### config.mk
export PLATFORM = sky130hd
export DESIGN_NAME = mem_page_request_scheduler
export DESIGN_NICKNAME = d
export VERILOG_FILES = /design/src/rtl/mem_page_request_scheduler.sv
export SDC_FILE = /design/constraint.sdc
export NUM_CORES = 1
export LEC_CHECK = 0
export CORE_MARGIN = 5
export CORE_UTILIZATION = 35
export DETAILED_ROUTE_END_ITERATION = 10
export PLACE_DENSITY = 0.71
export SYNTH_ARGS = -nofsm -noshare
export SYNTH_HDL_FRONTEND = slang
export SYNTH_SLANG_ARGS = --single-unit
### constraint.sdc
create_clock -name clk -period 4.75 [get_ports clk]
set_clock_uncertainty 0.2 [all_clocks]
set_input_delay 0.475 -clock clk [delete_from_list [all_inputs] [get_ports clk]]
set_output_delay 0.475 -clock clk [all_outputs]
set_load 0.02 [all_outputs]
### src/rtl/mem_page_request_scheduler.sv
// Page-command sequencer for the main-memory final request queue.
// Keeps a single bank/page open while the head of the queue keeps hitting it,
// uses the two peek entries to precharge as soon as a miss is known, and closes
// an idle page after OPEN_TIMEOUT empty cycles. RD/WR pops the queue head on
// the same cycle the memory accepts the command.
module mem_page_request_scheduler #(
  parameter int BANK_W         = 2,
  parameter int PAGE_W         = 12,
  parameter int WORD_W         = 8,
  parameter int REQ_DATA_WIDTH = 1 + BANK_W + PAGE_W + WORD_W,
  parameter int T_RCD          = 3,
  parameter int T_RP           = 3,
  parameter int OPEN_TIMEOUT   = 16
) (
  input  logic                      clk,
  input  logic                      reset_poweron,
  input  logic                      clear,
  input  logic                      pipe_valid,
  input  logic [REQ_DATA_WIDTH-1:0] pipe_data,
  input  logic                      pipe_peek_valid,
  input  logic [REQ_DATA_WIDTH-1:0] pipe_peek_data,
  input  logic                      pipe_peek_twoIn_valid,
  input  logic [REQ_DATA_WIDTH-1:0] pipe_peek_twoIn_data,
  output logic                      pipe_read,
  output logic                      cmd_valid,
  input  logic                      cmd_ready,
  output logic [1:0]                cmd_op,
  output logic [BANK_W-1:0]         cmd_bank,
  output logic [PAGE_W-1:0]         cmd_page,
  output logic [WORD_W-1:0]         cmd_word,
  output logic [1:0]                cmd_hint,
  output logic                      page_open
);

  localparam int LOC_W  = BANK_W + PAGE_W;
  localparam int T_MAX0 = (T_RCD > T_RP) ? T_RCD : T_RP;
  localparam int T_MAX  = (T_MAX0 > OPEN_TIMEOUT) ? T_MAX0 : OPEN_TIMEOUT;
  localparam int TW     = $clog2(T_MAX + 1);

  localparam logic [TW-1:0] RCD_LOAD  = TW'(T_RCD);
  localparam logic [TW-1:0] RP_LOAD   = TW'(T_RP);
  localparam logic [TW-1:0] IDLE_LIM  = TW'(OPEN_TIMEOUT);
  localparam logic [TW-1:0] TMR_ONE   = TW'(1);

  localparam logic [1:0] OP_ACT = 2'b00;
  localparam logic [1:0] OP_PRE = 2'b01;

  typedef enum logic [2:0] {
    S_IDLE,
    S_ACT,
    S_TRCD,
    S_ACCESS,
    S_PRE,
    S_TRP
  } state_t;

  state_t            state_q, state_d;
  logic              page_open_q, page_open_d;
  logic [BANK_W-1:0] open_bank_q, open_bank_d;
  logic [PAGE_W-1:0] open_page_q, open_page_d;
  logic [TW-1:0]     wait_q, wait_d;
  logic [TW-1:0]     idle_q, idle_d;

  logic [LOC_W-1:0]  head_loc, peek_loc, two_loc, open_loc;
  logic              head_op;
  logic [WORD_W-1:0] head_word;
  logic              head_hit, peek_hit, two_hit;
  logic              hint_one, hint_two;
  logic              offer_rdwr, kill, accept;
  logic              unused_peek_fields;

  // Timers never wrap: increment and decrement both stick at their limits.
  function automatic logic [TW-1:0] sat_inc(input logic [TW-1:0] v);
    return (&v) ? v : v + TMR_ONE;
  endfunction

  function automatic logic [TW-1:0] sat_dec(input logic [TW-1:0] v);
    return (v == '0) ? v : v - TMR_ONE;
  endfunction

  // Only {bank, page} matter for page matching; op and word of the peek
  // entries are never looked at.
  assign head_loc  = pipe_data[WORD_W +: LOC_W];
  assign head_op   = pipe_data[REQ_DATA_WIDTH-1];
  assign head_word = pipe_data[WORD_W-1:0];
  assign peek_loc  = pipe_peek_data[WORD_W +: LOC_W];
  assign two_loc   = pipe_peek_twoIn_data[WORD_W +: LOC_W];
  assign open_loc  = {open_bank_q, open_page_q};
  assign unused_peek_fields = ^{pipe_peek_data[REQ_DATA_WIDTH-1], pipe_peek_data[WORD_W-1:0],
                                pipe_peek_twoIn_data[REQ_DATA_WIDTH-1],
                                pipe_peek_twoIn_data[WORD_W-1:0]};

  assign head_hit = page_open_q && (head_loc == open_loc);
  assign peek_hit = page_open_q && (peek_loc == open_loc);
  assign two_hit  = page_open_q && (two_loc == open_loc);
  assign hint_one = pipe_peek_valid && peek_hit;
  assign hint_two = hint_one && pipe_peek_twoIn_valid && two_hit;

  assign page_open = page_open_q;

  // Command offer and handshake; reset/clear withdraw the offer at once so
  // nothing is issued or popped on a flush cycle.
  always_comb begin
    offer_rdwr = (state_q == S_ACCESS) && pipe_valid && head_hit;
    kill       = reset_poweron || clear;
    cmd_valid  = ((state_q == S_ACT) || (state_q == S_PRE) || offer_rdwr) && !kill;
    accept     = cmd_valid && cmd_ready;
    pipe_read  = accept && offer_rdwr;
    cmd_op     = OP_ACT;
    cmd_bank   = '0;
    cmd_page   = '0;
    cmd_word   = '0;
    cmd_hint   = '0;
    case (state_q)
      S_ACT: begin
        cmd_op               = OP_ACT;
        {cmd_bank, cmd_page} = head_loc;
      end
      S_PRE: begin
        cmd_op               = OP_PRE;
        {cmd_bank, cmd_page} = open_loc;
      end
      S_ACCESS: begin
        if (offer_rdwr) begin
          cmd_op               = {1'b1, head_op};
          {cmd_bank, cmd_page} = open_loc;
          cmd_word             = head_word;
          cmd_hint             = {1'b0, hint_one} + {1'b0, hint_two};
        end
      end
      default: ;
    endcase
  end

  // Next-state: page lifecycle ACT -> tRCD -> accesses -> PRE -> tRP.
  always_comb begin
    state_d     = state_q;
    page_open_d = page_open_q;
    open_bank_d = open_bank_q;
    open_page_d = open_page_q;
    wait_d      = wait_q;
    idle_d      = '0;
    case (state_q)
      S_IDLE: begin
        if (pipe_valid) state_d = S_ACT;
      end
      S_ACT: begin
        if (accept) begin
          {open_bank_d, open_page_d} = head_loc;
          page_open_d = 1'b1;
          wait_d      = RCD_LOAD;
          state_d     = S_TRCD;
        end
      end
      S_TRCD: begin
        if (wait_q <= TMR_ONE) state_d = S_ACCESS;
        else                   wait_d  = sat_dec(wait_q);
      end
      S_ACCESS: begin
        if (pipe_valid) begin
          if (!head_hit) begin
            state_d = S_PRE;
          end else if (accept && pipe_peek_valid && !peek_hit) begin
            // The next request is already known to miss: close right away.
            state_d = S_PRE;
          end
        end else begin
          idle_d = sat_inc(idle_q);
          if (idle_d >= IDLE_LIM) state_d = S_PRE;
        end
      end
      S_PRE: begin
        if (accept) begin
          page_open_d = 1'b0;
          wait_d      = RP_LOAD;
          state_d     = S_TRP;
        end
      end
      S_TRP: begin
        if (wait_q <= TMR_ONE) state_d = pipe_valid ? S_ACT : S_IDLE;
        else                   wait_d  = sat_dec(wait_q);
      end
      default: state_d = S_IDLE;
    endcase
    if (clear) begin
      state_d     = S_IDLE;
      page_open_d = 1'b0;
      open_bank_d = '0;
      open_page_d = '0;
      wait_d      = '0;
      idle_d      = '0;
    end
  end

  // State registers with synchronous power-on reset.
  always_ff @(posedge clk) begin
    if (reset_poweron) begin
      state_q     <= S_IDLE;
      page_open_q <= 1'b0;
      open_bank_q <= '0;
      open_page_q <= '0;
      wait_q      <= '0;
      idle_q      <= '0;
    end else begin
      state_q     <= state_d;
      page_open_q <= page_open_d;
      open_bank_q <= open_bank_d;
      open_page_q <= open_page_d;
      wait_q      <= wait_d;
      idle_q      <= idle_d;
    end
  end

endmodule

==> metrics.md <==
| Metric | Value |
|---|---|
| Top delay family on crit path | simple AND/OR/NAND/NOR gates |
| Slew @ Worst Pin | 592 ps |
| Hold Crit Class | register to register |
| H-tree levels | 1 |
| Internal | 0.000382 W |
| Die Y | 89.0 um |
| GRT Util Overall | 15.3% |
| Post_cts resized | 0 |
| Final Hold Slack | 299 ps |
| CTS tree | yes |
| Sequential area share after synthesis | 25.7% |
| Reg clk slew, reported paths | 100 ps |
| Total gr overflow | 0 |
| Root Driver | clkbuf_8 |
| Worst slew margin | 60.4% |
| Vias per cell | 5.18 |
| Clock Sinks | 28 |
| Tcrit/Tclk final | 76.8% |
| PortBufs | 86 |
| Die area | 0.00792 mm^2 |
| Post-CTS setup buffer count | 0 |
| Worst Hold Launch | wait_q[4] |
| Sw frac | 25.7% |
| I/O pins | 105 |
| Final Non-Filler Cells | 412 |
| Max incr delay on CP | 610 ps |
| Clock Tree Buf Depth | 2 |
| F_max | 0.274 GHz |
| Worst Setup Start Kind | primary input |
| CP Max Fanout | 12 |
| Setup TNS | 0 ps |
| DRC Markers | 0 |
| Worst reg2reg path startpoint | state_q[0] |
| DR WL/cell | 15.0 um |
| Dpl hpwl | 4.85 mm |
| Initial antenna violation count | 0 |
| Antenna Violating Nets Remaining | 0 |
| # diodes | 0 |
| Layout area overhead | 40.2% |
| Synthesized area per cell | 8.00 um^2 |
| Hold buffer count at cts | 0 |
| Pins over their slew limit | 0 |
| GRT busiest layer | met2 |
| Nets | 419 |
| GPL Wtd Cong | 0.789 |
| P_leak | 1.06 nW |
| Number of synthesized flops with an enable pin | 0 |
| Post-synth top flop | dfxtp_1 |
| Worst Setup End Kind | output pin |
| WP buf/inv | 2 |
| Clock share of power | 30.2% |
| Final setup vio count | 0 |
| Arrival @ worst endpoint | 2970 ps |
| Post-synthesis async set-or-reset flop share | 0% |
| DRT iter0 DRCs | 76 |
| Starting Density | 36.4% |
| YS warnings | 0 |
| Met3 Resource Use GR | 4.06% |
| Fillcell total | 577 |
| # rows | 28 |
| Inst Count DP | 408 |
| Sequential Power Share | 46.5% |
| Routed WL | 6.19 mm |
| Post-Synthesis Cells | 273 |
| Met2 global-route usage | 23.9% |
| Worst Path Class, Setup | primary input to output pin |
| Cell Area, Synth | 0.00218 mm^2 |
| Peak supply drop | 0.111 mV |
| Die Wd | 89.0 um |
| Critical Path RT | 4070 ps |
| Pwr/cell area | 168 mW/mm^2 |
| Logic gate share of total power | 23.4% |
| Crit path launch | pipe_data[15] |
| Final hold vios | 0 |
| Via count | 2,135 |
| Yosys cell types | 48 |
| RSZ-0062 raised after global routing | false |
| Crit path top cell by count | clkdlybuf4s50_1 |
| Met1 Usage GRT | 20.3% |
| Synth top area share | 25.7% |
| Vias in the first global route | 1,992 |
| Insertion delay to the later sink of the worst-skew pair | 280 ps |
| Largest net degree at the start of global routing | 24 |
| Slowest-stage cell, CP | clkdlybuf4s50_1 |
| Cell Chain, Critical Path | clkdlybuf4s50_1 -> xor2_1 -> nor4_2 -> nand4_1 -> nor2_1 -> nand3_1 -> nand2_1 -> clkdlybuf4s50_1 |
| Max-cap violations | 0 |
| Synth top area cells | dfxtp_1 26%, xnor2_1 10%, xor2_1 8.0% |
| Tmin final | 3650 ps |
| First-pass DRT Iterations | 4 |
| Clock buffer count from CTS | 3 |
| Share of cells above drive strength 1 | 5.34% |
| Core area | 0.00599 mm^2 |
| Net Switching | 0.000132 W |
| Register bit total from synthesis | 28 |
| Syn_nets | 354 |
| Post-synth top area cell | dfxtp_1 |
| First-pass GRT wire length | 9.57 mm |
| Status | finished, final reports clean |
[tightest hold or removal path: stages, from the launching register on]
cell and delay [ps]:
dfxtp_1 330, o21ai_1 70, a21oi_1 60
[metal layers]
metal  routed length [um]  part of all wire [%]  up-vias
met1                 2730                    44      963
met4                  108                   1.7        0
li1                     -                     -     1069
met2                 2690                    43       94
met5                    0                     0        -
met3                  659                    11        9
[final timing paths]
kind	depth (start not counted)	slack, ps	end
worst max-delay path	8	1100	cmd_op[0]
worst min-delay path	2	300	wait_q[4]
worst max register to register	6	2480	open_page_q[8]
worst min register to register	2	300	wait_q[4]
[synth_stat cells (2+ instances only)]
library cell	instances
a31oi_1	2
a211oi_1	2
nand3_1	8
xnor2_1	26
nor2_1	11
xor2_1	20
nand3b_1	2
a22o_1	14
nor4_4	2
nor2b_1	2
o211ai_1	2
and3_1	2
clkbuf_1	5
o21ai_0	2
a21oi_1	22
nor3_1	5
inv_1	3
and2_1	13
dfxtp_1	28
nor4_2	2
ha_1	5
buf_4	4
nand2_1	38
o21ai_1	3
a211oi_2	2
buf_2	18
nor4_1	3
nand4_1	7
[layout make-up]
type | instances | area, um^2 | share of cell area, %
multi-input combinational | 215 | 1470 | 48.1
timing repair buffer | 87 | 868 | 28.4
clock buffer | 4 | 55.1 | 1.80
sequential | 28 | 561 | 18.3
inverter | 3 | 11.3 | 0.368
tap | 75 | 93.8 | 3.06
[per-stage QoR]
step | instance area [um^2] | total power (W) | util [%] | setup WS (ps)
5_1_grt | 3060 | 0.000537 | 51.1 | 857
3_5_place_dp | 3010 | 0.000364 | 50.2 | 1060
4_1_cts | 3060 | 0.000517 | 51.1 | 1050
2_1_floorplan | 2180 | 0.000293 | - | 2290
3_3_place_gp | 3010 | 0.000363 | 50.2 | 1100
6_report | 3060 | 0.000513 | 51.1 | 1100
[placed cells by master (no fill, tap or decap), drive strengths merged, types with 2 or more instances in the layout]
master	netlist	final
nand4	8	8
ha	5	5
nand3b	2	2
and2	13	13
nor3	5	5
xnor2	26	26
clkbuf	5	4
and3	2	2
a21oi	23	23
o211ai	2	2
o21ai	5	5
a211oi	4	4
nand3	8	8
a31oi	3	3
nand2	39	39
clkdlybuf4s50	0	86
dfxtp	28	28
inv	3	3
nor2b	2	2
nor3b	2	2
nor4	7	7
nor2	11	11
xor2	20	20
a22o	14	14
[cell families (layout without fill, tap and decap cells)]
family	after synthesis	after routing	synth area share, %
xor+xnor	46	46	18.5
compound gates	59	59	19.1
buf+inv	30	94	6.88
mux	1	1	0.458
simple gates	104	104	26.6
flops	28	28	25.7
fa+ha+maj	5	5	2.87
[power by group through the flow]
stage / combinational [W] / clock, W / sequential (W)
after floorplan: 0.0000515 / 0 / 0.000242
after detailed placement: 0.000120 / 0 / 0.000244
after CTS: 0.000121 / 0.000158 / 0.000238
after global routing: 0.000128 / 0.000169 / 0.000239
final: 0.000120 / 0.000155 / 0.000239
after global placement: 0.000120 / 0 / 0.000244
(Power assumes the default switching activity.)
